**src/rtl/bitwise_logic_pipe_if.sv**
```systemverilog
// Handshake bundle for bitwise_logic_pipe: input beat channel, output result channel, status flags.
// With BITWISE_LOGIC_PIPE_PARITY_EN defined, the result channel also carries out_parity.
interface bitwise_logic_pipe_if #(
  parameter int WIDTH = 20
);
  logic             in_valid;
  logic             in_ready;
  logic [WIDTH-1:0] in_a;
  logic [WIDTH-1:0] in_b;
  logic [2:0]       in_mode;
  logic             in_last;
  logic             out_valid;
  logic             out_ready;
  logic [WIDTH-1:0] out_data;
  logic             acc_active;
  logic             err;
`ifdef BITWISE_LOGIC_PIPE_PARITY_EN
  logic             out_parity;
`endif

  // Producer/consumer side (drives beats, accepts results)
  modport master (
    output in_valid, in_a, in_b, in_mode, in_last, out_ready,
`ifdef BITWISE_LOGIC_PIPE_PARITY_EN
    input  out_parity,
`endif
    input  in_ready, out_valid, out_data, acc_active, err
  );

  // Logic unit side
  modport slave (
    input  in_valid, in_a, in_b, in_mode, in_last, out_ready,
`ifdef BITWISE_LOGIC_PIPE_PARITY_EN
    output out_parity,
`endif
    output in_ready, out_valid, out_data, acc_active, err
  );
endinterface

```
**src/rtl/bitwise_logic_pipe.sv**
```systemverilog
// Handshaked bitwise logic unit (XOR/AND/OR/XNOR, XOR-accumulate) feeding a small output FIFO.
// Optional macro BITWISE_LOGIC_PIPE_PARITY_EN adds a stored per-entry parity bit and out_parity.
module bitwise_logic_pipe #(
  parameter int WIDTH      = 20,
  parameter int FIFO_DEPTH = 2
) (
  input logic clk,
  input logic rst_n,
  bitwise_logic_pipe_if.slave bus
);

  localparam int PW = $clog2(FIFO_DEPTH);
  localparam int CW = PW + 1;
`ifdef BITWISE_LOGIC_PIPE_PARITY_EN
  localparam int EW = WIDTH + 1;
`else
  localparam int EW = WIDTH;
`endif

  // Mode decode
  logic op_and;
  logic op_or;
  logic op_xnor;
  logic op_acc;
  logic op_rsvd;

  assign op_and  = (bus.in_mode == 3'd1);
  assign op_or   = (bus.in_mode == 3'd2);
  assign op_xnor = (bus.in_mode == 3'd3);
  assign op_acc  = (bus.in_mode == 3'd4);
  assign op_rsvd = (bus.in_mode >= 3'd5);

  // State
  logic [WIDTH-1:0] acc_reg;
  logic             acc_active_reg;
  logic             err_reg;
  logic             in_ready_reg;
  logic [CW-1:0]    count_reg;
  logic [CW-1:0]    count_next;
  logic [PW-1:0]    wr_ptr_reg;
  logic [PW-1:0]    rd_ptr_reg;

  logic [EW-1:0]    mem [FIFO_DEPTH];

  // Datapath
  logic [WIDTH-1:0] beat_res;
  logic [WIDTH-1:0] acc_sum;
  logic [WIDTH-1:0] wr_data;
  logic [EW-1:0]    wr_entry;
  logic [EW-1:0]    head_entry;

  // Per-bit operator slice; reserved modes fall through to XOR.
  generate
    for (genvar gi = 0; gi < WIDTH; gi++) begin : g_bit
      logic x_bit;
      assign x_bit = bus.in_a[gi] ^ bus.in_b[gi];
      assign beat_res[gi] = op_and  ? (bus.in_a[gi] & bus.in_b[gi]) :
                            op_or   ? (bus.in_a[gi] | bus.in_b[gi]) :
                            op_xnor ? ~x_bit : x_bit;
      assign acc_sum[gi]  = acc_reg[gi] ^ x_bit;
    end
  endgenerate

  assign wr_data = op_acc ? acc_sum : beat_res;

`ifdef BITWISE_LOGIC_PIPE_PARITY_EN
  assign wr_entry = {^wr_data, wr_data};
`else
  assign wr_entry = wr_data;
`endif

  // Handshake
  logic accept;
  logic push;
  logic pop;
  logic fifo_nonempty;

  assign fifo_nonempty = (count_reg != '0);
  assign accept        = bus.in_valid && in_ready_reg;
  // Accumulating beats (ACC_XOR without last) never occupy a FIFO slot.
  assign push          = accept && (!op_acc || bus.in_last);
  assign pop           = fifo_nonempty && bus.out_ready;

  always_comb begin
    count_next = count_reg;
    if (push && !pop) begin
      count_next = count_reg + CW'(1);
    end else if (!push && pop) begin
      count_next = count_reg - CW'(1);
    end
  end

  always_ff @(posedge clk or negedge rst_n) begin
    if (!rst_n) begin
      acc_reg        <= '0;
      acc_active_reg <= 1'b0;
      err_reg        <= 1'b0;
      in_ready_reg   <= 1'b0;
      count_reg      <= '0;
      wr_ptr_reg     <= '0;
      rd_ptr_reg     <= '0;
    end else begin
      count_reg    <= count_next;
      // Derived from the next count so a pop while full re-opens input one cycle later.
      in_ready_reg <= (count_next != CW'(FIFO_DEPTH));
      if (push) begin
        wr_ptr_reg <= wr_ptr_reg + PW'(1);
      end
      if (pop) begin
        rd_ptr_reg <= rd_ptr_reg + PW'(1);
      end
      if (accept && op_acc) begin
        if (bus.in_last) begin
          acc_reg        <= '0;
          acc_active_reg <= 1'b0;
        end else begin
          acc_reg        <= acc_sum;
          acc_active_reg <= 1'b1;
        end
      end
      if (accept && op_rsvd) begin
        err_reg <= 1'b1;
      end
    end
  end

  // Storage has no reset; stale contents are masked by the occupancy count.
  always_ff @(posedge clk) begin
    if (push) begin
      mem[wr_ptr_reg] <= wr_entry;
    end
  end

  assign head_entry = mem[rd_ptr_reg];

  assign bus.in_ready   = in_ready_reg;
  assign bus.out_valid  = fifo_nonempty;
  assign bus.out_data   = fifo_nonempty ? head_entry[WIDTH-1:0] : '0;
  assign bus.acc_active = acc_active_reg;
  assign bus.err        = err_reg;
`ifdef BITWISE_LOGIC_PIPE_PARITY_EN
  assign bus.out_parity = fifo_nonempty ? head_entry[WIDTH] : 1'b0;
`endif

endmodule

```
**src/flat_wrapper.sv**
```systemverilog
// flat-port wrapper written by rule: the top's interface ports become plain ports
module bitwise_logic_pipe_flat 
#(
  parameter int WIDTH      = 20,
  parameter int FIFO_DEPTH = 2
)
  (clk, rst_n, bus_in_valid, bus_in_a, bus_in_b, bus_in_mode, bus_in_last, bus_out_ready, bus_in_ready, bus_out_valid, bus_out_data, bus_acc_active, bus_err);
  bitwise_logic_pipe_if #(.WIDTH(WIDTH)) bus_i ();
  input logic clk;
  input logic rst_n;
  input wire logic [$bits(bus_i.in_valid)-1:0] bus_in_valid;
  input wire logic [$bits(bus_i.in_a)-1:0] bus_in_a;
  input wire logic [$bits(bus_i.in_b)-1:0] bus_in_b;
  input wire logic [$bits(bus_i.in_mode)-1:0] bus_in_mode;
  input wire logic [$bits(bus_i.in_last)-1:0] bus_in_last;
  input wire logic [$bits(bus_i.out_ready)-1:0] bus_out_ready;
  output wire logic [$bits(bus_i.in_ready)-1:0] bus_in_ready;
  output wire logic [$bits(bus_i.out_valid)-1:0] bus_out_valid;
  output wire logic [$bits(bus_i.out_data)-1:0] bus_out_data;
  output wire logic [$bits(bus_i.acc_active)-1:0] bus_acc_active;
  output wire logic [$bits(bus_i.err)-1:0] bus_err;
  assign bus_i.in_valid = bus_in_valid;
  assign bus_i.in_a = bus_in_a;
  assign bus_i.in_b = bus_in_b;
  assign bus_i.in_mode = bus_in_mode;
  assign bus_i.in_last = bus_in_last;
  assign bus_i.out_ready = bus_out_ready;
  assign bus_in_ready = bus_i.in_ready;
  assign bus_out_valid = bus_i.out_valid;
  assign bus_out_data = bus_i.out_data;
  assign bus_acc_active = bus_i.acc_active;
  assign bus_err = bus_i.err;
  bitwise_logic_pipe #(.WIDTH(WIDTH), .FIFO_DEPTH(FIFO_DEPTH)) u_core (.clk(clk), .rst_n(rst_n), .bus(bus_i));
endmodule
```
**config.mk**
```make
export PLATFORM = sky130hd
export DESIGN_NAME = bitwise_logic_pipe_flat
export DESIGN_NICKNAME = d
export VERILOG_FILES = /design/src/rtl/bitwise_logic_pipe_if.sv /design/src/rtl/bitwise_logic_pipe.sv /design/src/flat_wrapper.sv
export SDC_FILE = /design/constraint.sdc
export NUM_CORES = 1
export LEC_CHECK = 0
export ABC_AREA = 1
export BUFFER_PORTS_ARGS = -buffer_cell sky130_fd_sc_hd__buf_4
export CAP_MARGIN = 10
export CORE_MARGIN = 2
export CORE_UTILIZATION = 57
export CTS_CLUSTER_DIAMETER = 100
export DETAILED_ROUTE_END_ITERATION = 7
export PLACE_DENSITY = 0.81
export SLEW_MARGIN = 20
export SYNTH_ARGS = -nofsm -noshare
export SYNTH_HDL_FRONTEND = slang
export SYNTH_SLANG_ARGS = --single-unit
```
**constraint.sdc**
```tcl
create_clock -name clk -period 2.2 [get_ports clk]
set_clock_uncertainty 0.1 [all_clocks]
set_input_delay 0.22 -clock clk [delete_from_list [all_inputs] [get_ports clk]]
set_output_delay 0.22 -clock clk [all_outputs]
set_load 0.01 [all_outputs]
```
Word level (Yosys, flattened, before mapping)
Memory sizes are Yosys's and may differ from the RTL's. Cells that the tools add are included. Widths: inputs -> output; s select.

Memories: 1. Output and inout bits: 24. Bits of input ports: 48. Register bits after elaboration: 27. Logic and storage cells: 198. Memory bits (writable): 40.

Memory list: u_core.mem (depth 2, bits a word 20, rd ports 1, clocked after Yosys merged registers in 0, wr ports 1, line bitwise_logic_pipe.sv:43) `logic [EW-1:0] mem [FIFO_DEPTH];`.

Magnitude comparators: 1. Bitwise gates (word level): 100. Add/sub/neg operators: 4. Reductions and logical operators: 12. Equal/unequal tests: 5. Muxes and demuxes: 68.

Operator list (number): $mux 1 (63); $mux 20 (3); $xor 1x1->1 (40); $and 1x1->1 (20); $not 1->1 (20); $or 1x1->1 (20); $logic_and 1x1->1 (7); $eq 3x2->1 const B (2); $mux 2 (2); $eq 3x1->1 const B (1); $eq 3x3->1 const B (1); $ge 3x3->1 const B (1); $logic_not 1->1 (3); $add 1x1->1 const B (2); $add 2x1->2 const B (1); $ne 2x2->1 const B (1); $reduce_bool 2->1 (1); $sub 2x1->2 const B (1); $logic_or 1x1->1 (1).

Logic depth before layout (Yosys ltp)
Gate-level depths: netlist of run 1.

Depth in word-level cells: 9. Depth in mapped cells: 10. Gate-level depth less buffers: 10.

Worst setup path before layout of run 1
Ideal clock, no wire load.

Kind: register to register. Start: reg u_core.in_ready_reg (netlist: u_core.bus.in_ready). End: mem u_core.mem[1][0] in the netlist's numbering, enable pin. Library setup time: 398 ps. Arrival: 1567 ps. Buffers on the path: 0. Period minus slack after synthesis: 2066 ps. Setup slack: 134 ps. Required time: 1702 ps. Stages on the path, launching flop included: 5. Cell sequence: dfrtp_1 nand2_1 inv_1 nand2_1 nor2_1.

Word-level cells in the longest chain between the ends: 4.

RTL lines: start: declaration (line bitwise_logic_pipe.sv:37) `logic in_ready_reg;`; start signal: assignment (line bitwise_logic_pipe.sv:105) `in_ready_reg <= (count_next != CW'(FIFO_DEPTH));`; $logic_and 1x1->1 (line bitwise_logic_pipe.sv:79) `assign accept = bus.in_valid && in_ready_reg;`; $logic_and 1x1->1 (line bitwise_logic_pipe.sv:81) `assign push = accept && (!op_acc || bus.in_last);`; $mux 1 (line bitwise_logic_pipe.sv:129) `if (push) begin`; $mux 1 (implied by the code) (line bitwise_logic_pipe.sv:130) `mem[wr_ptr_reg] <= wr_entry;`; end: declaration (line bitwise_logic_pipe.sv:43).

No other way between the ends.

Worst setup path after layout of run 1
Start: reg u_core.count_reg[0]. End: out bus_out_data[12].

Word-level cells in the longest chain between the ends: 2.

RTL lines: start: declaration (line bitwise_logic_pipe.sv:38) `logic [CW-1:0] count_reg;`; start signal: assignment (line bitwise_logic_pipe.sv:103) `count_reg <= count_next;`; $reduce_bool 2->1 (line bitwise_logic_pipe.sv:78) `assign fifo_nonempty = (count_reg != '0);`; $mux 20 (line bitwise_logic_pipe.sv:138) `assign bus.out_data = fifo_nonempty ? head_entry[WIDTH-1:0] : '0;`; end: declaration (line flat_wrapper.sv:19) `output wire logic [$bits(bus_i.out_data)-1:0] bus_out_data;`.

No other way between the ends.

==> reports/metrics.yaml, run 1 <==
cts:
  htreeDepth: 3
  cts_tree: "done"
  cts_sinks: 67
  clockRootBuffer: "clkbuf_8"
  cts_buffers: 9
  clkTransAtPathRegs_ps: 80
  cts_buffer_depth: 2
  insertion_delay_ps: 340
sta:
  finalHoldViolCount: 0
  fin_crit_ps: 2020
  rsz0062_at_grt: "no"
  whs_ps: 96.3
  setup_viol: 0
  max_slew_margin_pct: 47.1
  finalCritPeriodShare_pct: 91.8
  fin_tns_setup_ps: 0
  max_freq_mhz: 495
  drv_slew: 0
  tightest_slew_ps: 791
worst_setup_path:
  crit_start: "u_core.count_reg[0]"
  cp-start-kind: "flip-flop"
  criticalPathCategory: "flip-flop to output port"
  cp_max_fo: 22
  crit_path_end_kind: "output port"
  required_ps: 1880
  worstReg2RegStart: "u_core.count_reg[0]"
  arrival_ps: 1700
die:
  die_height_um: 89.5
  die-area_um2: 8010
  initial_utilization_pct: 58.1
  die_w_um: 89.5
  fp.coreArea_um2: 7180
  ios: 72
  core.rowCount: 31
detailed_routing:
  first_iter_violations: 300
  routed_wl_mm: 9.04
  drc: 0
  final_antenna_net_count: 0
  avgViaCountPerCell: 5.15
  first_pass_iters: 5
  routed-via-count: 3444
  wl_per_cell_um: 13.5
synthesis:
  ys_seq_elements: 67
  seq_area_frac_synth_pct: 45.0
  synth_fp_nets: 584
  synth_area_um2: 4170
  syn_area_per_cell_um2: 8.42
  yosys.cell_types.count: 21
  netlist_instances: 495
  yosysWarnings: 0
place:
  hpwl_mm: 6.44
  portBuffers: 71
  gp_congestion: 0.797
grt:
  overflow: 0
  antenna_found_initial: 0
  grt_max_degree: 62
  grtUsageTotal_pct: 24.3
  first_global_vias: 3252
  grt_pass1_wl_mm: 14.8
cells_and_area:
  nets: 654
  largest_reg_flops: 40
  final_cell_mix: "o21ai_0 (104), inv_1 (90), buf_4 (82), nand2_1 (54), nor2_1 (44)"
  area_growth_pct: 20.7
  n_antenna_cell: 0
  n_fill_cell: 551
  drive_gt1_share_pct: 17.9
  final_common_cell: "o21ai_0"
worst_hold_path:
  min-delay-start: "bus_in_mode[2]"
  hp-class: "input port to flip-flop"
power_and_ir_drop:
  leakage_nw: 2.46
  vdd_drop_max_v: 0.000482
  cellPowerDensity_nw_per_um2: 1010
flow_run:
  cap_violations: 0
status:
  outcome: "complete, no violations"
timing repair:
| item | 4_1_cts | 5_1_grt |
|---|---|---|
| setup buffers | 0 | 0 |
| endpoints found under the hold margin | 27 | 0 |
| hold buffers | 1 | 0 |
| gates resized for setup | 1 | 1 |
| setup endpoints to repair | 2 | 1 |
metrics by stage:
stage | utilization (%) | setup WS [ps] | instances | area (um^2) | total power, W
floorplan | - | 134 | 495 | 4170 | 0.00312
global placement | 66.9 | 310 | 652 | 4800 | 0.00390
detailed placement | 66.9 | 249 | 652 | 4800 | 0.00399
CTS | 70.1 | 148 | 669 | 5030 | 0.00511
global route | 70.1 | 1.58 | 669 | 5030 | 0.00545
finish | 70.1 | 181 | 669 | 5030 | 0.00507
path summary, 6_finish.rpt:
check / cells after the start / slack [ps] / end
max in group asynchronous: 2 / 1480 / u_core.acc_reg[15]
hold reg to reg: 2 / 420 / u_core.acc_reg[1]
min in group asynchronous: 2 / 230 / u_core.count_reg[1]
setup / recovery: 6 / 180 / bus_out_data[12]
hold / removal: 3 / 100 / u_core.bus.err
setup reg to reg: 9 / 330 / u_core.bus.in_ready
Yosys cell counts, drive strengths merged:
| cell type | number | share of area [%] |
|---|---|---|
| nand3b | 1 | 0.18 |
| nand3 | 24 | 2.9 |
| edfxtp | 40 | 29 |
| buf | 8 | 1.1 |
| inv | 92 | 8.3 |
| nand2 | 56 | 5.2 |
| clkbuf | 16 | 1.4 |
| xor2 | 1 | 0.21 |
| ha | 41 | 12 |
| o31ai | 1 | 0.18 |
| o21ai | 121 | 15 |
| nor2 | 45 | 4.2 |
| xnor2 | 20 | 4.2 |
| nand4 | 1 | 0.15 |
| a21oi | 1 | 0.12 |
| dfrtp | 27 | 16 |
area by class of cell:
class | instances | area (um^2) | share of cell area [%]
flip-flops and latches | 67 | 1880 | 37.3
multi-input cells | 312 | 1840 | 36.6
repair buffers | 83 | 626 | 12.4
inverters | 92 | 349 | 6.94
clock buffers | 9 | 124 | 2.46
well taps | 99 | 124 | 2.46
clock inverters | 7 | 92.6 | 1.84
critical path: stages (launching register included):
cell and delay [ps]:
dfrtp_1 380, inv_1 80, ha_1 190, clkinvlp_4 310, o21ai_0 200, nor2_1 60, buf_4 140
logic make-up (layout without fill, tap and decap cells):
kind of cell    Yosys count  after routing  share of synthesized area, %
simple gates            127            127                          12.6
compound gates          123            123                          14.8
buf+inv                 116            191                          10.8
flops                    67             67                          45.0
fa+ha+maj                41             41                          12.3
xor+xnor                 21             21                          4.41
per-layer routing:
layer,up-vias,part of all wire [%],GRT usage (%)
met1,1583,44,30.9
li1,1733,-,-
met4,0,1.9,10.0
met2,112,49,40.7
met5,-,0,0
met3,16,5.1,4.71
power breakdown:
group	switching, W	internal, W
sequential	0.000170	0.00174
combinational	0.00118	0.000882
clock	0.000458	0.000633
total	0.00181	0.00326
Note: power is estimated with default switching activity, not from simulation.
==> inputs of run 2 (changes only) <==
Settings changed: BUFFER_PORTS_ARGS -buffer_cell sky130_fd_sc_hd__buf_4 to default, CORE_UTILIZATION 57 to 60, DONT_BUFFER_PORTS from default to 1, PLACE_DENSITY 0.81 to 0.76.
==> run 2 against run 1 <==
Compared with the run above: flip-flop and latch count unchanged; combinational power down 22%; cell count down 13%.
==> reports/metrics.yaml, run 2 (synthesized netlist as in run 1, its figures left out) <==
power_and_ir_drop:
  power_w: 0.00467
  leakage_nw: 2.16
  p_comb_share_pct: 34.2
  power_frac_seq_pct: 41.2
  p_int_w: 0.00293
  power.switching_w: 0.00174
  cellPowerDensity_nw_per_um2: 1030
  clkPwrFrac_pct: 24.7
  vdd_drop_max_v: 0.000432
  switching_share_pct: 37.2
place:
  portBuffers: 0
  hpwl_mm: 6.55
  gp_congestion: 0.854
cells_and_area:
  n_antenna_cell: 0
  final_common_cell: "o21ai_0"
  final_cell_mix: "o21ai_0 (105), inv_1 (90), nand2_1 (54), nor2_1 (44), ha_1 (41)"
  nets: 588
  largest_reg_flops: 40
  register_area_um2: 1880
  n_fill_cell: 548
  drive_gt1_share_pct: 6.75
  area_growth_pct: 9.19
  multi_input_area_um2: 1840
detailed_routing:
  final_antenna_net_count: 0
  drc: 0
  routed_wl_mm: 9.13
  wl_per_cell_um: 15.6
  first_pass_iters: 5
  first_iter_violations: 223
  routed-via-count: 3259
  avgViaCountPerCell: 5.58
worst_setup_path:
  cp-start-kind: "input port"
  cp_max_fo: 20
  crit_path_end_kind: "flip-flop"
  criticalPathCategory: "input port to flip-flop"
  worstReg2RegEnd: "u_core.bus.err"
  worstReg2RegStart: "u_core.bus.in_ready"
  rr_worst_depth: 4
  arrival_ps: 1970
  r2r_slack_ps: 520
  required_ps: 2150
die:
  die_height_um: 87.3
  die-area_um2: 7630
  die_w_um: 87.3
  initial_utilization_pct: 61.7
  fp.coreArea_um2: 6760
  ios: 72
  core.rowCount: 30
sta:
  fin_tns_setup_ps: 0
  rsz0062_at_grt: "no"
  finalHoldViolCount: 0
  finalCritPeriodShare_pct: 91.7
  fin_crit_ps: 2020
  max_slew_margin_pct: 52.6
  setup_viol: 0
  drv_slew: 0
  max_freq_mhz: 496
  tightest_slew_ps: 710
worst_hold_path:
  hp-class: "input port to flip-flop"
  min-delay-start: "bus_in_mode[2]"
  min_to: "u_core.wr_ptr_reg"
  hold_depth: 3
cts:
  cts_tree: "done"
  cts_setup_buffers: 0
  clkTransAtPathRegs_ps: 80
  insertion_delay_ps: 330
  cts_buffers: 9
  cts_sinks: 67
  htreeDepth: 3
  cts_buffer_depth: 2
  clockRootBuffer: "clkbuf_8"
status:
  outcome: "complete, no violations"
flow_run:
  cap_violations: 0
grt:
  grt_pass1_wl_mm: 14.7
  first_global_vias: 3209
  overflow: 0
  grtUsageTotal_pct: 25.3
  grt_max_degree: 37
  antenna_found_initial: 0
-- run 2: cell count changes in the layout (fill, tap and decap cells not counted), moves of 2 or more --
cell           before  now
buf_4              82   11
clkinvlp_4          3    0
dlygate4sd3_1       1    4
buf_12              0    2
-- run 2: how the worst max path moves through the flow --
stage / start / endpoint / slack, ps / cells after the start
2_1_floorplan: u_core.bus.in_ready / u_core.mem[1][0] / 130 / 4
3_3_place_gp: u_core.count_reg[0] / bus_out_data[16] / 520 / 6
3_5_place_dp: u_core.count_reg[0] / bus_out_data[17] / 470 / 6
4_1_cts: u_core.count_reg[0] / bus_out_data[16] / 100 / 6
5_1_grt: u_core.count_reg[0] / bus_out_data[17] / 70 / 6
6_report: bus_in_mode[2] / u_core.mem[1][10] / 180 / 7
-- run 2: final cells by class --
class                   instances  share of cell area (%)
flip-flops and latches         67                    41.2
multi-input cells             312                    40.4
inverters                      92                    7.59
repair buffers                 17                    3.57
clock buffers                  10                    3.02
well taps                      80                    2.20
clock inverters                 6                    1.92
-- run 2: metrics by stage --
stage	instance area, um^2	hold slack [ps]	utilization [%]	setup WS (ps)	std cells
2_1_floorplan	4170	-176	-	134	495
3_3_place_gp	4270	-175	63.1	519	563
3_5_place_dp	4270	-175	63.1	470	563
4_1_cts	4550	102	67.4	98.3	584
5_1_grt	4550	154	67.4	66.0	584
6_report	4550	116	67.4	183	584
-- run 2: power groups by stage --
stage               registers, W  logic [W]  clock network [W]
global route             0.00196    0.00183            0.00122
global placement         0.00192    0.00150                  0
CTS                      0.00192    0.00161            0.00116
finish                   0.00192    0.00160            0.00115
detailed placement       0.00194    0.00159                  0
floorplan                0.00190    0.00122                  0
-- run 2: layer usage --
layer / share of wire (%) / vias to the layer above / routed length [um] / track usage [%]
li1: - / 1603 / - / -
met1: 44 / 1527 / 3990 / 33.0
met2: 48 / 111 / 4390 / 40.6
met3: 6.0 / 18 / 552 / 5.40
met4: 2.2 / 0 / 197 / 11.3
met5: 0 / - / 0 / 0
-- run 2: critical path, cell delays in order --
cell           delay (ps)
dlygate4sd3_1         580
inv_2                  90
nand2_1               370
o21ai_0               340
o21ai_0               140
nand3_1                90
o21ai_1               140
-- run 2: what timing repair did --
item                                    CTS  global route
hold buffers                              5             0
endpoints found under the setup margin    0             9
resized for setup                         0             1
endpoints found under the hold margin    29             0
